### config.mk
export PLATFORM = sky130hd
export DESIGN_NAME = lab2_proc_int_mul_iter
export DESIGN_NICKNAME = d
export VERILOG_FILES = /design/src/rtl/lab2_proc_int_mul_iter.sv
export SDC_FILE = /design/constraint.sdc
export NUM_CORES = 1
export LEC_CHECK = 0
export ABC_AREA = 1
export CELL_PAD_IN_SITES_DETAIL_PLACEMENT = 0
export CELL_PAD_IN_SITES_GLOBAL_PLACEMENT = 1
export CORE_UTILIZATION = 43
export CTS_BUF_LIST = sky130_fd_sc_hd__clkbuf_8 sky130_fd_sc_hd__clkbuf_16
export CTS_CLUSTER_DIAMETER = 40
export DETAILED_ROUTE_END_ITERATION = 8
export PLACE_DENSITY = 0.93
export SYNTH_ARGS = -nofsm -noshare
export SYNTH_HDL_FRONTEND = slang
export SYNTH_SLANG_ARGS = --single-unit
### constraint.sdc
create_clock -name clk -period 2.8 [get_ports clk]
set_input_delay 0.56 -clock clk [delete_from_list [all_inputs] [get_ports clk]]
set_output_delay 0.56 -clock clk [all_outputs]
set_load 0.01 [all_outputs]
### src/rtl/lab2_proc_int_mul_iter.sv
// Iterative 32-bit shift-and-add multiplier for the TinyRV2 X stage.
// Fixed 32-iteration latency, val/rdy handshakes on request and response.
module lab2_proc_int_mul_iter #(
    parameter int nbits = 32
) (
    input  logic               clk,
    input  logic               reset,
    input  logic               req_val,
    output logic               req_rdy,
    input  logic [2*nbits-1:0] req_msg,
    output logic               resp_val,
    input  logic               resp_rdy,
    output logic [nbits-1:0]   resp_msg
);

    localparam int CW = $clog2(nbits);

    typedef enum logic [1:0] {
        S_IDLE,
        S_CALC,
        S_DONE
    } state_t;

    state_t           r_state;
    logic [nbits-1:0] r_a;
    logic [nbits-1:0] r_b;
    logic [nbits-1:0] r_result;
    logic [CW-1:0]    r_count;
    logic             r_idle;
    logic             r_resp_val;
    logic             w_req_go;

    // NOTE: req_rdy is the only output not purely registered; reset gates it
    // low so the X stage never sees a ready unit while reset is held.
    assign req_rdy  = r_idle & reset;
    assign resp_val = r_resp_val;
    assign resp_msg = r_result;
    assign w_req_go = req_val & req_rdy;

    // NOTE: all state uses non-blocking assignments so every register samples
    // the pre-edge values of its neighbours (a/b shift and the add in lockstep).
    always_ff @(posedge clk or negedge reset) begin
        if (!reset) begin
            r_state    <= S_IDLE;
            r_a        <= '0;
            r_b        <= '0;
            r_result   <= '0;
            r_count    <= '0;
            r_idle     <= 1'b1;
            r_resp_val <= 1'b0;
        end else begin
            case (r_state)
                S_IDLE: begin
                    if (w_req_go) begin
                        r_a      <= req_msg[2*nbits-1:nbits];
                        r_b      <= req_msg[nbits-1:0];
                        r_result <= '0;
                        r_count  <= '0;
                        r_state  <= S_CALC;
                        r_idle   <= 1'b0;
                    end
                end
                S_CALC: begin
                    if (r_b[0]) begin
                        r_result <= r_result + r_a;
                    end
                    r_a     <= r_a << 1;
                    r_b     <= r_b >> 1;
                    r_count <= r_count + CW'(1);
                    // No early exit on b==0: latency stays fixed for the stall logic.
                    if (r_count == CW'(nbits - 1)) begin
                        r_state    <= S_DONE;
                        r_resp_val <= 1'b1;
                    end
                end
                S_DONE: begin
                    if (resp_rdy) begin
                        r_state    <= S_IDLE;
                        r_idle     <= 1'b1;
                        r_resp_val <= 1'b0;
                    end
                end
                default: begin
                    r_state    <= S_IDLE;
                    r_idle     <= 1'b1;
                    r_resp_val <= 1'b0;
                end
            endcase
        end
    end

endmodule

Yosys cells after proc, flatten, opt, wreduce, memory -nomap -nowiden:

Index checks and enable logic that the tools add are counted.

* register bits after elaboration: 105
* input port bits: 68

* add/subtract/negate cells: 2
* eq/ne operators: 7
* multiplexer cells: 19
* bitwise logic cells: 4
* reduce and logical (&&, ||, !) cells: 7

Operators with widths (number)
* 32-bit one-hot mux with 2 select lines: 3
* 32-bit two-way mux: 4
* 32-bit adder: 1
* 3-bit AND reduction: 4
* 5-bit one-hot mux with 2 select lines: 1
* 2-bit != test (second input constant): 4
* 2-bit two-way mux: 3
* 1-bit one-hot mux with 3 select lines: 2
* 2-bit one-hot mux with 3 select lines: 1
* 5-bit by 1-bit adder with 5-bit output (second input constant): 1
* 5-bit equality test (second input constant): 1
* 5-bit two-way mux: 1
* 1-bit two-way mux: 4
* 1-bit bitwise AND: 2
* 2-bit by 1-bit equality test with 1-bit output (second input constant): 1
* 2-bit equality test (second input constant): 1
* 2-bit zero test: 1
* 1-bit NOT: 2
* 2-bit AND reduction: 1
* 2-bit nonzero test: 1

Longest topological paths before layout:

Gate-level depths: netlist of run 1.

* depth after elaboration: 4
* gate-level depth with buffers: 13

Least setup slack after synthesis of run 1:

Ideal clock, no wire load.

* path type: register to register
* from: register r_result[0], in the netlist resp_msg[0]
* to: register r_result[28], in the netlist resp_msg[28]
* arrival time: 1746 ps
* required time: 2683 ps
* path slack: 936 ps
* stages on the path, launching flop included: 14
* period minus slack after synthesis: 1864 ps
* cells stage by stage: dfrtp_1 ha_1 inv_1 fa_1 inv_1 nand3_1 nand3_1 nand3_1 nand3_1 nand2_1 nand2_1 nand2_1 nand3_1 nand2_1

* longest elaborated chain between the ends: 3

RTL lines
* start, declared: line 27 `logic [nbits-1:0] r_result;`
* start signal, assigned: line 65 `r_result <= r_result + r_a;`
* 32-bit adder: line 65
* 32-bit two-way mux: line 64 `if (r_b[0]) begin`
* 32-bit one-hot mux with 2 select lines: line 52 `case (r_state)`

Every way passes these cells. The select of a mux whose other input is x is not followed.
A chain may end at the register's enable or synchronous reset.

Final worst setup path of run 1:

Ends and elaborated chain as after synthesis.

==> results of run 1 <==
==> worst max-delay path by stage <==
stage	depth (start not counted)	startpoint	slack, ps	endpoint
after floorplan	13	resp_msg[0]$_DFFE_PN0P_	940	resp_msg[28]$_DFFE_PN0P_
after global placement	8	req_val	620	r_a[27]$_DFFE_PN0P_
after detailed placement	8	req_val	590	r_b[4]$_DFFE_PN0P_
after CTS	3	r_idle$_DFFE_PN1P_	640	req_rdy
after global routing	13	resp_msg[0]$_DFFE_PN0P_	460	resp_msg[20]$_DFFE_PN0P_
final	13	resp_msg[0]$_DFFE_PN0P_	660	resp_msg[28]$_DFFE_PN0P_
==> flip-flops by register name, indices dropped and copies added (netlist names) <==
| register | cells |
|---|---|
| r_a | 32 |
| r_b | 32 |
| resp_msg | 32 |
| r_state | 2 |
| r_idle | 1 |
| r_count | 5 |
| resp_val | 1 |
==> area by class of cell <==
type | instances | area, µm² | share of cell area [%]
Multi-Input combinational cell | 694 | 3470 | 41.0
Sequential cell | 105 | 2630 | 31.1
Timing Repair Buffer | 107 | 1080 | 12.8
Inverter | 191 | 717 | 8.48
Tap cell | 216 | 270 | 3.20
Clock buffer | 11 | 253 | 2.99
Clock inverter | 5 | 38.8 | 0.459
==> report_power, final <==
part | internal (mW) | switching [mW] | leakage (nW) | total (mW)
Sequential | 2.37 | 0.563 | 1.26 | 2.93
Clock | 0.660 | 0.630 | 0.141 | 1.29
Combinational | 3.08 | 4.96 | 3.13 | 8.04
Total | 6.11 | 6.15 | 4.53 | 12.3
==> per-stage QoR <==
step	worst slack (ps)	utilization (%)	std cells	power, mW	cell area (µm²)
after floorplan	936	-	1023	8.93	7030
after global placement	616	51.2	1313	10.8	8160
after detailed placement	585	51.2	1313	11.0	8160
after CTS	641	53.0	1329	12.3	8450
after global routing	461	53.0	1329	13.8	8450
final	659	53.0	1329	12.3	8450
==> logic make-up after synthesis <==
| group | count (synthesis) | synth area share (%) |
|---|---|---|
| and+or+nand+nor | 467 | 26.5 |
| buffers and inverters | 224 | 13.4 |
| AOI/OAI and AO/OA | 188 | 16.0 |
| DFF | 105 | 37.4 |
| adders and majority gates | 34 | 6.16 |
| xor gates and xnor gates | 5 | 0.623 |
==> per-layer routing <==
| layer | wire length, µm | GRT usage, % | vias up |
|---|---|---|---|
| met4 | 418 | 9.23 | 0 |
| met1 | 8610 | 31.1 | 2915 |
| met5 | 0 | 0 | - |
| met3 | 740 | 3.73 | 22 |
| met2 | 7840 | 35.5 | 110 |
| li1 | - | - | 3399 |
==> cell usage in the layout (no fill, tap or decap), types with 3 or more instances in the layout <==
cell type / netlist / final
xnor2_1: 3 / 3
o21ai_1: 26 / 26
nor2_1: 50 / 50
nand2_1: 355 / 355
clkdlybuf4s50_1: 0 / 100
nor3_1: 5 / 5
o21bai_1: 3 / 3
inv_1: 188 / 189
nand4_1: 4 / 4
o211ai_1: 59 / 59
buf_4: 1 / 5
nand3_1: 44 / 44
ha_1: 33 / 33
dfrtp_1: 104 / 104
inv_2: 3 / 3
clkbuf_16: 0 / 9
o21ai_0: 59 / 59
a21oi_1: 33 / 33
==> worst max-delay path: stages (launching register included) <==
cell,delay [ps]
dfrtp_1,390
ha_1,210
inv_1,60
fa_1,420
inv_1,130
nand3_1,80
nand3_1,140
nand3_1,90
nand3_1,180
nand2_1,100
nand2_1,80
nand2_1,50
nand3_1,60
nand2_1,50
==> reports/summary.json, run 1 <==
{
  "route.final.wire_length_um": 17600,
  "maximum_number_of_pins_on_one_net_before_global_route_repair": 129,
  "synthDominantCellAreaShare_pct": 37.0,
  "htree_levels": 3,
  "clock_tree.buffer_depth": 2,
  "chipWidth_um": 130,
  "ys_top_cells_by_area": "dfrtp_1 (37%), nand2_1 (19%), inv_1 (10%)",
  "clockRootBuffer": "clkbuf_16",
  "post_synth_inst_count": 1023,
  "syn-num-nets": 1125,
  "design.final.nets": 1210,
  "setup_total_negative_slack_ps": 0,
  "routed_via_density": 4.85,
  "reg2reg_setup_slack_ps": 660,
  "core.rowCount": 46,
  "synth_top_cells_by_count": "nand2_1 (355), inv_1 (188), dfrtp_1 (104)",
  "cts_tree": "built",
  "cts_made_buffers": 9,
  "post-cts-setup-buffer-count": 0,
  "post_route_cells_drive_above_1_share_pct": 2.96,
  "grt_first_pass_wirelength_um": 29200,
  "num_vias": 6446,
  "timing.critical_path.to_type": "flop",
  "n_antenna_cell": 0,
  "grt_antenna_before_repair": 0,
  "synth_cell_type_count": 34,
  "critical_path.startpoint_type": "flop",
  "initial_utilization_pct": 44.1,
  "clk_pin_slew_worst_paths_ps": 80,
  "hold_class": "primary input to asynchronous set/reset pin",
  "layout-area-overhead-vs-synth_pct": 20.2,
  "timing.max_cap.violations": 0,
  "cp_data_arrival_time_ps": 2400,
  "synth_top_cell_by_area": "dfrtp_1",
  "worst_r2r_startpoint": "resp_msg[0]$_DFFE_PN0P_",
  "cellLeakagePower_nw": 4.53,
  "post_synth.cell_area_avg_um2": 6.87,
  "criticalPathCategory": "flop to flop",
  "synth_seq_area_share_pct": 37.4,
  "groute.usage.overall_pct": 22.6,
  "flip_flop_and_latch_count_after_synthesis": 105,
  "r2r-end": "resp_msg[28]$_DFFE_PN0P_",
  "antenna_violating_nets_post_route": 0,
  "io_pins": 102,
  "placement.io_buffers": 101,
  "whs_ps": 327,
  "finalSetupViolCount": 0,
  "reg2regPathDepth": 13,
  "max_freq_ghz": 0.467,
  "postSynth.asyncResetShare_pct": 100,
  "min_period_over_period_pct": 76.5,
  "synth_edf_count": 0,
  "area_of_the_die_um2": 16900,
  "cts_resized": 0,
  "synth.most_common_cell": "nand2_1",
  "critPathRequiredTime_ps": 3060,
  "timing.clock.skew_ps": 6.39,
  "run_status": "finished clean",
  "finalWeightedCongestion": 0.834,
  "report.final.hold_viol_count": 0,
  "p_per_area_nw_per_um2": 1450,
  "rsz_0062_raised_after_global_routing": "false",
  "relSlewSlack_pct": 23.1,
  "clkLatencyLatePin_ps": 360,
  "route.detailed.wl_per_inst_um": 13.2,
  "filler_cell_count": 1624,
  "dieHeight_um": 130,
  "critical_path.max_fanout": 4,
  "detailed_router_iteration_count_before_antenna_repair": 7,
  "vdd_drop_max_mv": 0.790,
  "yosys_warnings": 0,
  "grt_overflow": 0,
  "core_region_area_um2": 15900,
  "final.min_clock_period_ps": 2140,
  "cts_hold_buffers": 0,
  "first_global_vias": 5992,
  "maxSlewViolCount": 0,
  "drt_iter0_drc": 352,
  "post-dp-hpwl_um": 13300,
  "synth.cell_area_um2": 7030,
  "timing_worst_slew_pin_value_ps": 1150,
  "drcViolationCount": 0,
  "clock_sinks": 105,
  "synth_flop_cell": "dfrtp_1"
}
No activity file was read; power rests on OpenSTA's default activity.
==> run 2, diff against run 1 <==
- CORE_UTILIZATION: 43 -> 36
- PLACE_DENSITY: 0.93 -> 0.84
- clock period: 2.8 -> 1.8 ns (I/O delays scaled with it)
==> reports/summary.json, run 2 (synthesis results as in run 1) <==
{
  "clock_sinks": 105,
  "route.detailed.wl_per_inst_um": 13.7,
  "clockRootBuffer": "clkbuf_16",
  "critical_path.startpoint_type": "flop",
  "layout_commonest_cell": "nand2_1",
  "cts_made_buffers": 9,
  "setup_total_negative_slack_ps": -508,
  "maximum_number_of_pins_on_one_net_before_global_route_repair": 106,
  "worst_r2r_startpoint": "r_a[8]$_DFFE_PN0P_",
  "first_global_vias": 6272,
  "fin_cells": 1451,
  "initial_utilization_pct": 37.1,
  "report.final.hold_viol_count": 0,
  "clkLatencyLatePin_ps": 360,
  "post_route_cells_drive_above_1_share_pct": 20.7,
  "timing.critical_path.to_type": "flop",
  "drt_iter0_drc": 334,
  "crit_top_cell": "nand2_1",
  "groute.usage.overall_pct": 19.7,
  "placement.io_buffers": 101,
  "clk_pin_slew_worst_paths_ps": 70,
  "run_status": "finished with violations",
  "timing_worst_slew_pin_value_ps": 588,
  "final.min_clock_period_ps": 1900,
  "htree_levels": 3,
  "criticalPathCategory": "flop to flop",
  "relSlewSlack_pct": 60.8,
  "cts_tree": "built",
  "core.rowCount": 50,
  "clock_tree.buffer_depth": 2,
  "placed_cells_incl_taps": 1423,
  "critPathRequiredTime_ps": 2050,
  "core_region_area_um2": 19000,
  "pre_cts_ws_ps": -155,
  "rsz_0062_raised_after_global_routing": "true",
  "timing.max_cap.violations": 0,
  "routed_via_density": 4.68,
  "timing.clock.skew_ps": 6.96,
  "hold_class": "primary input to asynchronous set/reset pin",
  "chipWidth_um": 142,
  "filler_cell_count": 1823,
  "design.final.nets": 1288,
  "post-dp-hpwl_um": 14300,
  "grt_antenna_before_repair": 0,
  "num_vias": 6797,
  "cts_hold_buffers": 0,
  "reg2regPathDepth": 10,
  "final_cell_mix": "nand2_1 (304), inv_1 (182), dfrtp_1 (101), clkdlybuf4s50_1 (74), buf_4 (73)",
  "violations": "setup timing",
  "r2r-end": "resp_msg[18]$_DFFE_PN0P_",
  "min_period_over_period_pct": 106,
  "setup.worst_path.end": "resp_msg[18]$_DFFE_PN0P_",
  "cp_cell_sequence": "ha_4 -> nand2_1 -> nor2_1 -> nand2_1 -> nand3_4 -> nand2_2 -> nand2_2 -> nand2_1 -> nand2_1 -> o21ai_1",
  "area_of_the_die_um2": 20100,
  "grt_first_pass_wirelength_um": 31100,
  "io_pins": 102,
  "grt_overflow": 0,
  "cp_data_arrival_time_ps": 2150,
  "worst_path_max_delay_cell": "dfrtp_1",
  "n_antenna_cell": 0,
  "finalSetupViolCount": 11,
  "drcViolationCount": 0,
  "antenna_violating_nets_post_route": 0,
  "dieHeight_um": 142,
  "route.final.wire_length_um": 19900,
  "critPathLaunch": "r_a[8]$_DFFE_PN0P_",
  "critical-path-max-stage-delay_ps": 450,
  "finalWeightedCongestion": 0.826,
  "layout-area-overhead-vs-synth_pct": 43.0,
  "layout.core_utilization_pct": 53.0,
  "detailed_router_iteration_count_before_antenna_repair": 5,
  "max_freq_ghz": 0.526,
  "critical_path.max_fanout": 4,
  "maxSlewViolCount": 0,
  "postLayoutSetupSlackWorst_ps": -101,
  "reg2reg_setup_slack_ps": -100
}
[run 2: repair_timing]
item                                    in CTS  in global routing
endpoints found under the setup margin      18                 32
pin swaps                                    6                 55
buffers inserted                             3                 11
resized for setup                           33                169
[run 2: area by class of cell]
class	instances	area [µm²]	area share, %
timing repair buffer	185	1800	17.9
multi-input combinational	694	4270	42.4
clock buffer	11	253	2.51
sequential	105	2630	26.2
tap	260	325	3.24
clock inverter	5	61.3	0.610
inverter	191	719	7.16
[run 2: layer usage]
| layer | part of all wire (%) | vias to the layer above | GRT usage, % |
|---|---|---|---|
| li1 | - | 3559 | - |
| met1 | 47 | 3098 | 26.7 |
| met2 | 48 | 124 | 32.2 |
| met3 | 4.0 | 16 | 3.34 |
| met4 | 1.5 | 0 | 5.94 |
| met5 | 0 | - | 0 |
[run 2: critical path, delay by kind of cell, from the launching register on]
kind	cells	cell delay (ps)
AO/OA/AOI/OAI	1	50
adder cells (fa/ha/maj)	1	330
flip-flops	1	450
AND/OR/NAND/NOR	8	970
[run 2: stage by stage]
stage	cell area [µm²]	hold slack [ps]
2_1_floorplan	7050	64.4
3_3_place_gp	8780	464
3_5_place_dp	8780	471
4_1_cts	9250	118
5_1_grt	10100	129
6_report	10100	48.2
[run 2: worst min-delay path by stage]
stage                          endpoint  slack [ps]  depth (start not counted)
floorplan            r_a[0]$_DFFE_PN0P_          60                          0
global placement     r_idle$_DFFE_PN1P_         460                          2
detailed placement   r_idle$_DFFE_PN1P_         470                          2
CTS                 r_b[28]$_DFFE_PN0P_         120                          2
global route        r_b[28]$_DFFE_PN0P_         130                          2
finish              r_b[28]$_DFFE_PN0P_          50                          2
Power of run 2 is not shown: default switching activity piles up to over one toggle a cycle in this logic, so the estimate is an artifact.
